`config.mk`:
```
export PLATFORM = sky130hd
export DESIGN_NAME = piso_tx_flat
export DESIGN_NICKNAME = d
export VERILOG_FILES = /design/src/rtl/piso_tx_if.sv /design/src/rtl/piso_tx.sv /design/src/flat_wrapper.sv
export SDC_FILE = /design/constraint.sdc
export NUM_CORES = 1
export LEC_CHECK = 0
export BUFFER_PORTS_ARGS = -buffer_cell sky130_fd_sc_hd__buf_2
export CAP_MARGIN = 15
export CORE_AREA = 2 2 39 41
export CTS_BUF_LIST = sky130_fd_sc_hd__clkbuf_8
export CTS_CLUSTER_DIAMETER = 100
export DETAILED_ROUTE_END_ITERATION = 10
export DIE_AREA = 0 0 41 43
export PLACE_DENSITY_LB_ADDON = 0.2
export SYNTH_ARGS = -nofsm -noshare
export SYNTH_HDL_FRONTEND = slang
export SYNTH_SLANG_ARGS = --single-unit
export TNS_END_PERCENT = 20
```
`constraint.sdc`:
```
create_clock -name clk -period 2.3 [get_ports clk]
set_clock_uncertainty 0.1 [all_clocks]
set_input_delay 0.345 -clock clk [delete_from_list [all_inputs] [get_ports clk]]
set_output_delay 0.345 -clock clk [all_outputs]
set_load 0.005 [all_outputs]
```
`src/rtl/piso_tx_if.sv`:
```
// ---------------------------------------------------------------------------
// piso_tx_if
//   Bundles the parallel-word handshake and the serial output side of the
//   piso_tx transmitter.
//
//   Handshake: a word transfers on a rising clk edge where in_valid and
//   in_ready are both high. The producer holds in_data stable while in_valid
//   is high. in_ready is a function of transmitter state only; it never
//   depends on in_valid in the same cycle.
//
//   Signals
//     in_data     WIDTH  parallel word, producer -> transmitter
//     in_valid    1      in_data is valid, producer -> transmitter
//     in_ready    1      transmitter takes a word on this edge
//     sout        1      serial data bit (registered)
//     sout_valid  1      sout carries a data bit this cycle
//     sout_first  1      first bit of a word
//     sout_last   1      last bit of a word
//     busy        1      a word is in flight (same as sout_valid)
//
//   Modports
//     master  producer / observer side (drives in_data, in_valid)
//     slave   transmitter side (piso_tx)
// ---------------------------------------------------------------------------
interface piso_tx_if #(
    parameter int WIDTH = 4
);
    logic [WIDTH-1:0] in_data;
    logic             in_valid;
    logic             in_ready;
    logic             sout;
    logic             sout_valid;
    logic             sout_first;
    logic             sout_last;
    logic             busy;

    modport master (
        output in_data,
        output in_valid,
        input  in_ready,
        input  sout,
        input  sout_valid,
        input  sout_first,
        input  sout_last,
        input  busy
    );

    modport slave (
        input  in_data,
        input  in_valid,
        output in_ready,
        output sout,
        output sout_valid,
        output sout_first,
        output sout_last,
        output busy
    );
endinterface

```
`src/rtl/piso_tx.sv`:
```
// ---------------------------------------------------------------------------
// piso_tx
//   Parallel-in serial-out transmitter. Takes a WIDTH-bit word over a
//   valid/ready handshake and sends it one bit per clk on sout, LSB-first
//   by default. The first bit appears in the cycle after the accept edge.
//   A new word may be accepted while the last bit of the current word is on
//   sout, so back-to-back words go out with no idle cycle between them.
//
//   Ports
//     clk          in   rising-edge clock
//     rst          in   synchronous, active-high reset (priority over all)
//     bus          slave modport of piso_tx_if (handshake + serial output)
//     dbg_state_o  out  current FSM state (0 = IDLE, 1 = SHIFT)
//
//   Parameters
//     WIDTH       word width, 2..32
//     LSB_FIRST   1: in_data[0] first; 0: in_data[WIDTH-1] first
//     IDLE_LEVEL  level driven on sout when no bit is being sent
// ---------------------------------------------------------------------------
module piso_tx #(
    parameter int WIDTH      = 4,
    parameter bit LSB_FIRST  = 1'b1,
    parameter bit IDLE_LEVEL = 1'b0
) (
    input  logic         clk,
    input  logic         rst,
    piso_tx_if.slave     bus,
    output logic         dbg_state_o
);

    localparam int CW = $clog2(WIDTH);
    localparam logic [CW-1:0] CNT_LAST = CW'(WIDTH - 1);

    if (WIDTH < 2 || WIDTH > 32) begin : g_bad_width
        $error("piso_tx: WIDTH must be in 2..32");
    end

    typedef enum logic {
        S_IDLE  = 1'b0,
        S_SHIFT = 1'b1
    } state_e;

    state_e           state_q, state_d;
    logic [WIDTH-1:0] shreg_q, shreg_d;
    logic [CW-1:0]    cnt_q,   cnt_d;
    logic             sout_q,  sout_d;

    logic             last_bit;
    logic             ready;
    logic             accept;

    // The shift register only holds the bits still to be sent: the bit on
    // sout has already been moved into sout_q, so loading and shifting both
    // drop the outgoing bit.
    function automatic logic [WIDTH-1:0] shift_out(input logic [WIDTH-1:0] v);
        if (LSB_FIRST) begin
            return {1'b0, v[WIDTH-1:1]};
        end
        return {v[WIDTH-2:0], 1'b0};
    endfunction

    function automatic logic head_bit(input logic [WIDTH-1:0] v);
        if (LSB_FIRST) begin
            return v[0];
        end
        return v[WIDTH-1];
    endfunction

    always_comb begin
        state_d  = state_q;
        shreg_d  = shreg_q;
        cnt_d    = cnt_q;
        sout_d   = sout_q;

        last_bit = (state_q == S_SHIFT) && (cnt_q == CNT_LAST);
        ready    = (state_q == S_IDLE) || last_bit;
        accept   = bus.in_valid && ready;

        if (accept) begin
            // Covers both a start from IDLE and a reload on the last bit.
            state_d = S_SHIFT;
            cnt_d   = '0;
            sout_d  = head_bit(bus.in_data);
            shreg_d = shift_out(bus.in_data);
        end else if (last_bit) begin
            state_d = S_IDLE;
            sout_d  = IDLE_LEVEL;
        end else if (state_q == S_SHIFT) begin
            cnt_d   = cnt_q + CW'(1);
            sout_d  = head_bit(shreg_q);
            shreg_d = shift_out(shreg_q);
        end
    end

    always_ff @(posedge clk) begin
        if (rst) begin
            state_q <= S_IDLE;
            shreg_q <= '0;
            cnt_q   <= '0;
            sout_q  <= IDLE_LEVEL;
        end else begin
            state_q <= state_d;
            shreg_q <= shreg_d;
            cnt_q   <= cnt_d;
            sout_q  <= sout_d;
        end
    end

    assign bus.in_ready   = ready;
    assign bus.sout       = sout_q;
    assign bus.sout_valid = (state_q == S_SHIFT);
    assign bus.sout_first = (state_q == S_SHIFT) && (cnt_q == '0);
    assign bus.sout_last  = last_bit;
    assign bus.busy       = (state_q == S_SHIFT);
    assign dbg_state_o    = state_q;

endmodule

```
`src/flat_wrapper.sv`:
```
// flat-port wrapper written by rule: the top's interface ports become plain ports
module piso_tx_flat 
#(
    parameter int WIDTH      = 4,
    parameter bit LSB_FIRST  = 1'b1,
    parameter bit IDLE_LEVEL = 1'b0
)
  (clk, rst, dbg_state_o, bus_in_data, bus_in_valid, bus_in_ready, bus_sout, bus_sout_valid, bus_sout_first, bus_sout_last, bus_busy);
  piso_tx_if #(.WIDTH(WIDTH)) bus_i ();
  input  logic clk;
  input  logic rst;
  output logic dbg_state_o;
  input wire logic [$bits(bus_i.in_data)-1:0] bus_in_data;
  input wire logic [$bits(bus_i.in_valid)-1:0] bus_in_valid;
  output wire logic [$bits(bus_i.in_ready)-1:0] bus_in_ready;
  output wire logic [$bits(bus_i.sout)-1:0] bus_sout;
  output wire logic [$bits(bus_i.sout_valid)-1:0] bus_sout_valid;
  output wire logic [$bits(bus_i.sout_first)-1:0] bus_sout_first;
  output wire logic [$bits(bus_i.sout_last)-1:0] bus_sout_last;
  output wire logic [$bits(bus_i.busy)-1:0] bus_busy;
  assign bus_i.in_data = bus_in_data;
  assign bus_i.in_valid = bus_in_valid;
  assign bus_in_ready = bus_i.in_ready;
  assign bus_sout = bus_i.sout;
  assign bus_sout_valid = bus_i.sout_valid;
  assign bus_sout_first = bus_i.sout_first;
  assign bus_sout_last = bus_i.sout_last;
  assign bus_busy = bus_i.busy;
  piso_tx #(.WIDTH(WIDTH), .LSB_FIRST(LSB_FIRST), .IDLE_LEVEL(IDLE_LEVEL)) u_core (.clk(clk), .rst(rst), .bus(bus_i), .dbg_state_o(dbg_state_o));
endmodule
```
==> summary.txt, run 1 <==
Yosys top cell by area -> dfxtp_1
synth-to-layout area growth -> 27.1%
Clock Sinks -> 7
Synth Net Count -> 49
1st-iter DRT viols -> 2
H-tree depth -> 1
netlist area before placement -> 365 µm²
antenna fix cells -> 0
Post-Route Utilization -> 33.5%
final period utilization -> 71.8%
max incr delay on CP -> 310 ps
Clock Tree Buf Depth -> 2
Row Count -> 14
Synth Area per Inst -> 9.13 µm²
router iterations before antenna repair -> 2
nets -> 63
Core Box Area -> 1380 µm²
clk_lat worst skew -> 220 ps
top post-synthesis cells by area -> dfxtp_1, mux2i_1, ha_1
outcome -> finished clean
Seq/Total Area, Yosys -> 38.4%
setup bufs post-CTS -> 0
Die Y-Extent -> 43 µm
gr ovfl total -> 0
Max Transition Viols Final -> 0
Critical Path Start Type -> flip-flop
I/O pins -> 14
Die Area -> 1760 µm²
clk root buf -> clkbuf_8
DRC violations left -> 0
critical path endpoint category -> primary output
TritonCTS clock tree -> yes
Post-Route Setup TNS -> 0 ps
port bufs -> 13
GRT Total Usage -> 9.85%
WP data required -> 1860 ps
Max VDD drop -> 265 µV
share of layout cells above drive strength 1 -> 41.5%
first-pass GRT wire length -> 1.13 mm
post-CTS sizing -> 0
# Max-Cap Violations -> 0
Placer Congestion -> 0.623
clk slew on worst S/H paths -> 40 ps
Synth Register Bits -> 7
Crit-path slowest cell -> dfxtp_1
cts bufs inserted -> 3
Via Count -> 302
Routed Antenna Nets -> 0
post-cts hold buffer count -> 0
Tmin final -> 1650 ps
worst slew pin tran -> 220 ps
design area -> 464 µm²
Worst Hold Class -> in2reg
Die X -> 41 µm
post-synth top area share -> 38.4%
Max Fclk -> 606 MHz
final hold vios -> 0
critical path peak fanout -> 8
DP Area -> 419 µm²
average routed wire per standard cell -> 9.55 µm
PwrDens -> 742 nW/µm²
Yosys warnings -> 0
most frequent cells in the layout -> buf_2, dfxtp_1, nor2_1
commonest non-fill, non-tap cell in the layout -> buf_2
largest net degree at the start of global routing -> 10
RSZ-0062 raised after global routing -> no
Data arrival, critical path -> 1210 ps
final WL -> 659 µm
Cell variety after synth -> 19
Crit Path Category -> reg2out
initial antenna violation count -> 0
vias in the first global route -> 264
Syn Inst Count -> 40
Final HPWL DP -> 498 µm
Slew headroom -> 85.3%
leakage -> 0.228 nW
vias per cell -> 4.38
crit-path cells -> ha_1 > nor2b_4 > inv_2 > buf_2
final setup fails -> 0
Initial Util -> 26.4%
## layout make-up
class,instances,area [µm²]
fillers,156,920
multi-input cells,25,179
well taps,16,20.0
flip-flops and latches,7,140
inverters,4,15.0
clock inverters,1,3.75
clock buffers,3,41.3
repair buffers,13,65.1
## cells by family after synthesis
kind of cell               synth area share (%)
adders and majority gates                  6.85
DFF                                        38.4
muxes                                      8.22
and+or+nand+nor                            20.2
AOI/OAI and AO/OA                          13.7
buffers and inverters                      12.7
## report_power, final
group          switching [mW]  internal (mW)
Combinational          0.0210         0.0222
Clock                  0.0498          0.115
Sequential            0.00604          0.131
## sequential cells by signal, indices dropped and copies added, names as in the netlist
signal and flops:
u_core.cnt_q 2, u_core.bus.busy 1, u_core.bus.sout 1, u_core.shreg_q 3
## cells in the mapped netlist, drive strengths merged
library cell  number
a32oi              1
nand2              2
clkinv             1
and2               2
mux2i              3
nor3               2
dfxtp              7
nor2               4
or3                2
a211oi             3
a21o               1
buf                4
ha                 2
inv                3
nor2b              1
a21oi              2
## worst paths after layout
kind                                       start                        endpoint  slack [ps]  cells past startpoint
hold reg to reg   u_core.shreg_q[1]$_SDFFE_PP0P_  u_core.shreg_q[0]$_SDFFE_PP0P_         400                      2
hold / removal                               rst    u_core.bus.busy$_SDFFE_PP0P_         280                      2
setup reg to reg    u_core.cnt_q[0]$_SDFFE_PP0P_    u_core.bus.sout$_SDFFE_PP0P_        1020                      4
setup / recovery    u_core.cnt_q[0]$_SDFFE_PP0P_                    bus_in_ready         650                      4
## per-layer routing
metal	part of all wire, %	GRT usage [%]	vias to the layer above	wire, µm
met5	0	0	-	0
met4	1.8	8.00	0	12
met3	7.4	3.14	2	49
met2	42	12.2	13	275
met1	49	13.2	128	322
li1	-	-	159	-
## worst max-delay path, delay by kind of cell, from the launching register on
kind,cells,cell delay [ps]
fa+ha+maj,1,250
simple gates,1,220
buf+inv,2,210
flops,1,310
## through the flow
| step | hold slack, ps | setup WS, ps | total power, mW | instances |
|---|---|---|---|---|
| final | 284 | 649 | 0.345 | 69 |
| after global placement | 407 | 908 | 0.182 | 65 |
| after detailed placement | 404 | 877 | 0.183 | 65 |
| after CTS | 284 | 634 | 0.353 | 69 |
| after global routing | 287 | 567 | 0.370 | 69 |
| after floorplan | 314 | 1010 | 0.170 | 40 |
(Power assumes the default switching activity.)
==> inputs of run 2 (changes only) <==
- clock period: 2.3 -> 1.59 ns (I/O delays scaled with it)
==> run 2 against run 1 <==
Critical path type unchanged; via count grew 0.99%; largest power group unchanged; final cell count grew 2.9%; critical endpoint unchanged; combinational power grew 56%; first-iteration DRC count shrank 100%; flip-flop and latch count is the same; routed wire length shrank 0.61%.
==> summary.txt, run 2 (same netlist as run 1, synthesis figures left out) <==
post-cts hold buffer count -> 0
vias per cell -> 4.30
crit-path cells -> ha_1 > nor2b_4 > inv_2 > buf_2
synth-to-layout area growth -> 31.2%
Top Registers -> u_core.shreg_q x3, u_core.cnt_q x2
Via Count -> 305
Tmin final -> 1500 ps
clk_lat worst skew -> 220 ps
1st-iter DRT viols -> 0
Row Count -> 14
gr ovfl total -> 0
worst setup path endpoint -> bus_in_ready
clk slew on worst S/H paths -> 40 ps
worst slew pin tran -> 215 ps
average routed wire per standard cell -> 9.23 µm
Worst Hold Class -> in2reg
Final HPWL DP -> 470 µm
stages on the worst setup path -> 4
clk root buf -> clkbuf_8
Die Area -> 1760 µm²
Slew headroom -> 85.6%
Initial Util -> 26.4%
total design power -> 0.500 mW
R2R cell count -> 5
FILL cells -> 151
Data arrival, critical path -> 1160 ps
H-tree depth -> 1
final setup fails -> 0
share of layout cells above drive strength 1 -> 43.6%
Crit-path slowest cell -> dfxtp_1
outcome -> finished clean
Clock Tree Buf Depth -> 2
r2r setup slk -> 200 ps
WP data required -> 1250 ps
first-pass GRT wire length -> 1.08 mm
WP buf/inv -> 2
antenna fix cells -> 0
router iterations before antenna repair -> 1
Die Y-Extent -> 43 µm
DRC violations left -> 0
Top reg by flops -> u_core.shreg_q
final period utilization -> 94.1%
max incr delay on CP -> 310 ps
Max Transition Viols Final -> 0
initial antenna violation count -> 0
Core Box Area -> 1380 µm²
Critical Path Start Type -> flip-flop
Die X -> 41 µm
GRT Total Usage -> 9.76%
most frequent cells in the layout -> buf_2, dfxtp_1, nor2_1
PwrDens -> 1040 nW/µm²
Met2 Routed Length -> 275 µm
port bufs -> 13
leakage -> 0.238 nW
# Max-Cap Violations -> 0
RSZ-0062 raised after global routing -> no
Max VDD drop -> 470 µV
TritonCTS clock tree -> yes
Routed Antenna Nets -> 0
final WL -> 655 µm
Post-Route Setup TNS -> 0 ps
Max Fclk -> 669 MHz
met3 wire length -> 44 µm
largest net degree at the start of global routing -> 10
Crit Path Category -> reg2out
critical path peak fanout -> 5
CP startpoint -> u_core.cnt_q[0]$_SDFFE_PP0P_
final hold vios -> 0
max layer used -> met3
WHS -> 175 ps
commonest non-fill, non-tap cell in the layout -> buf_2
end of the worst register-to-register path -> u_core.cnt_q[1]$_SDFFE_PP0P_
Top delay family on crit path -> flip-flops
met1 WL -> 336 µm
reg2reg start -> u_core.cnt_q[0]$_SDFFE_PP0P_
max reg flops -> 3
cts bufs inserted -> 3
vias in the first global route -> 253
critical path endpoint category -> primary output
Placer Congestion -> 0.622
I/O pins -> 14
nets -> 65
Clock Sinks -> 7
run 2: cell count changes in the layout (fill, tap and decap cells not counted), sizes merged:
cell,previous run,this run
buf,13,15
run 2: what timing repair did:
item	4_1_cts	5_1_grt
endpoints found under the hold margin	0	0
setup buffers	0	2
setup endpoints to repair	0	1
resized for setup	0	0
run 2: worst min-delay path by stage:
| stage | start | to | slack, ps | depth (start not counted) |
|---|---|---|---|---|
| global route | rst | u_core.cnt_q[1]$_SDFFE_PP0P_ | 190 | 2 |
| finish | rst | u_core.cnt_q[0]$_SDFFE_PP0P_ | 170 | 2 |
| detailed placement | u_core.shreg_q[2]$_SDFFE_PP0P_ | u_core.shreg_q[1]$_SDFFE_PP0P_ | 400 | 2 |
| global placement | u_core.shreg_q[2]$_SDFFE_PP0P_ | u_core.shreg_q[1]$_SDFFE_PP0P_ | 410 | 2 |
| CTS | rst | u_core.cnt_q[0]$_SDFFE_PP0P_ | 180 | 2 |
| floorplan | rst | u_core.cnt_q[0]$_SDFFE_PP0P_ | 210 | 1 |
run 2: metrics by stage:
step                      std cells  cell area [µm²]  setup WS [ps]  utilization [%]
after floorplan                  40              365            297                -
after global placement           65              419            305             30.3
after detailed placement         65              419            277             30.3
after CTS                        69              464           30.6             33.5
after global routing             71              479           36.6             34.6
final                            71              479           94.2             34.6
run 2: cell type report:
type                    count  area, µm²  share of cell area [%]
well taps                  16       20.0                    4.18
repair buffers             15       80.1                    16.7
multi-input cells          25        179                    37.3
flip-flops and latches      7        140                    29.2
inverters                   4       15.0                    3.13
clock buffers               3       41.3                    8.62
clock inverters             1       3.75                   0.783
run 2: where the power goes:
group	leakage (nW)	switching [mW]	total, mW	internal (mW)
logic	0.153	0.0313	0.0674	0.0361
registers	0.0578	0.00888	0.198	0.189
clock network	0.0269	0.0687	0.235	0.166
run 2: per-layer routing:
layer / global-route usage [%] / up-vias
li1: - / 161
met1: 13.3 / 133
met2: 10.9 / 11
met3: 3.14 / 0
met4: 10.0 / 0
met5: 0 / -
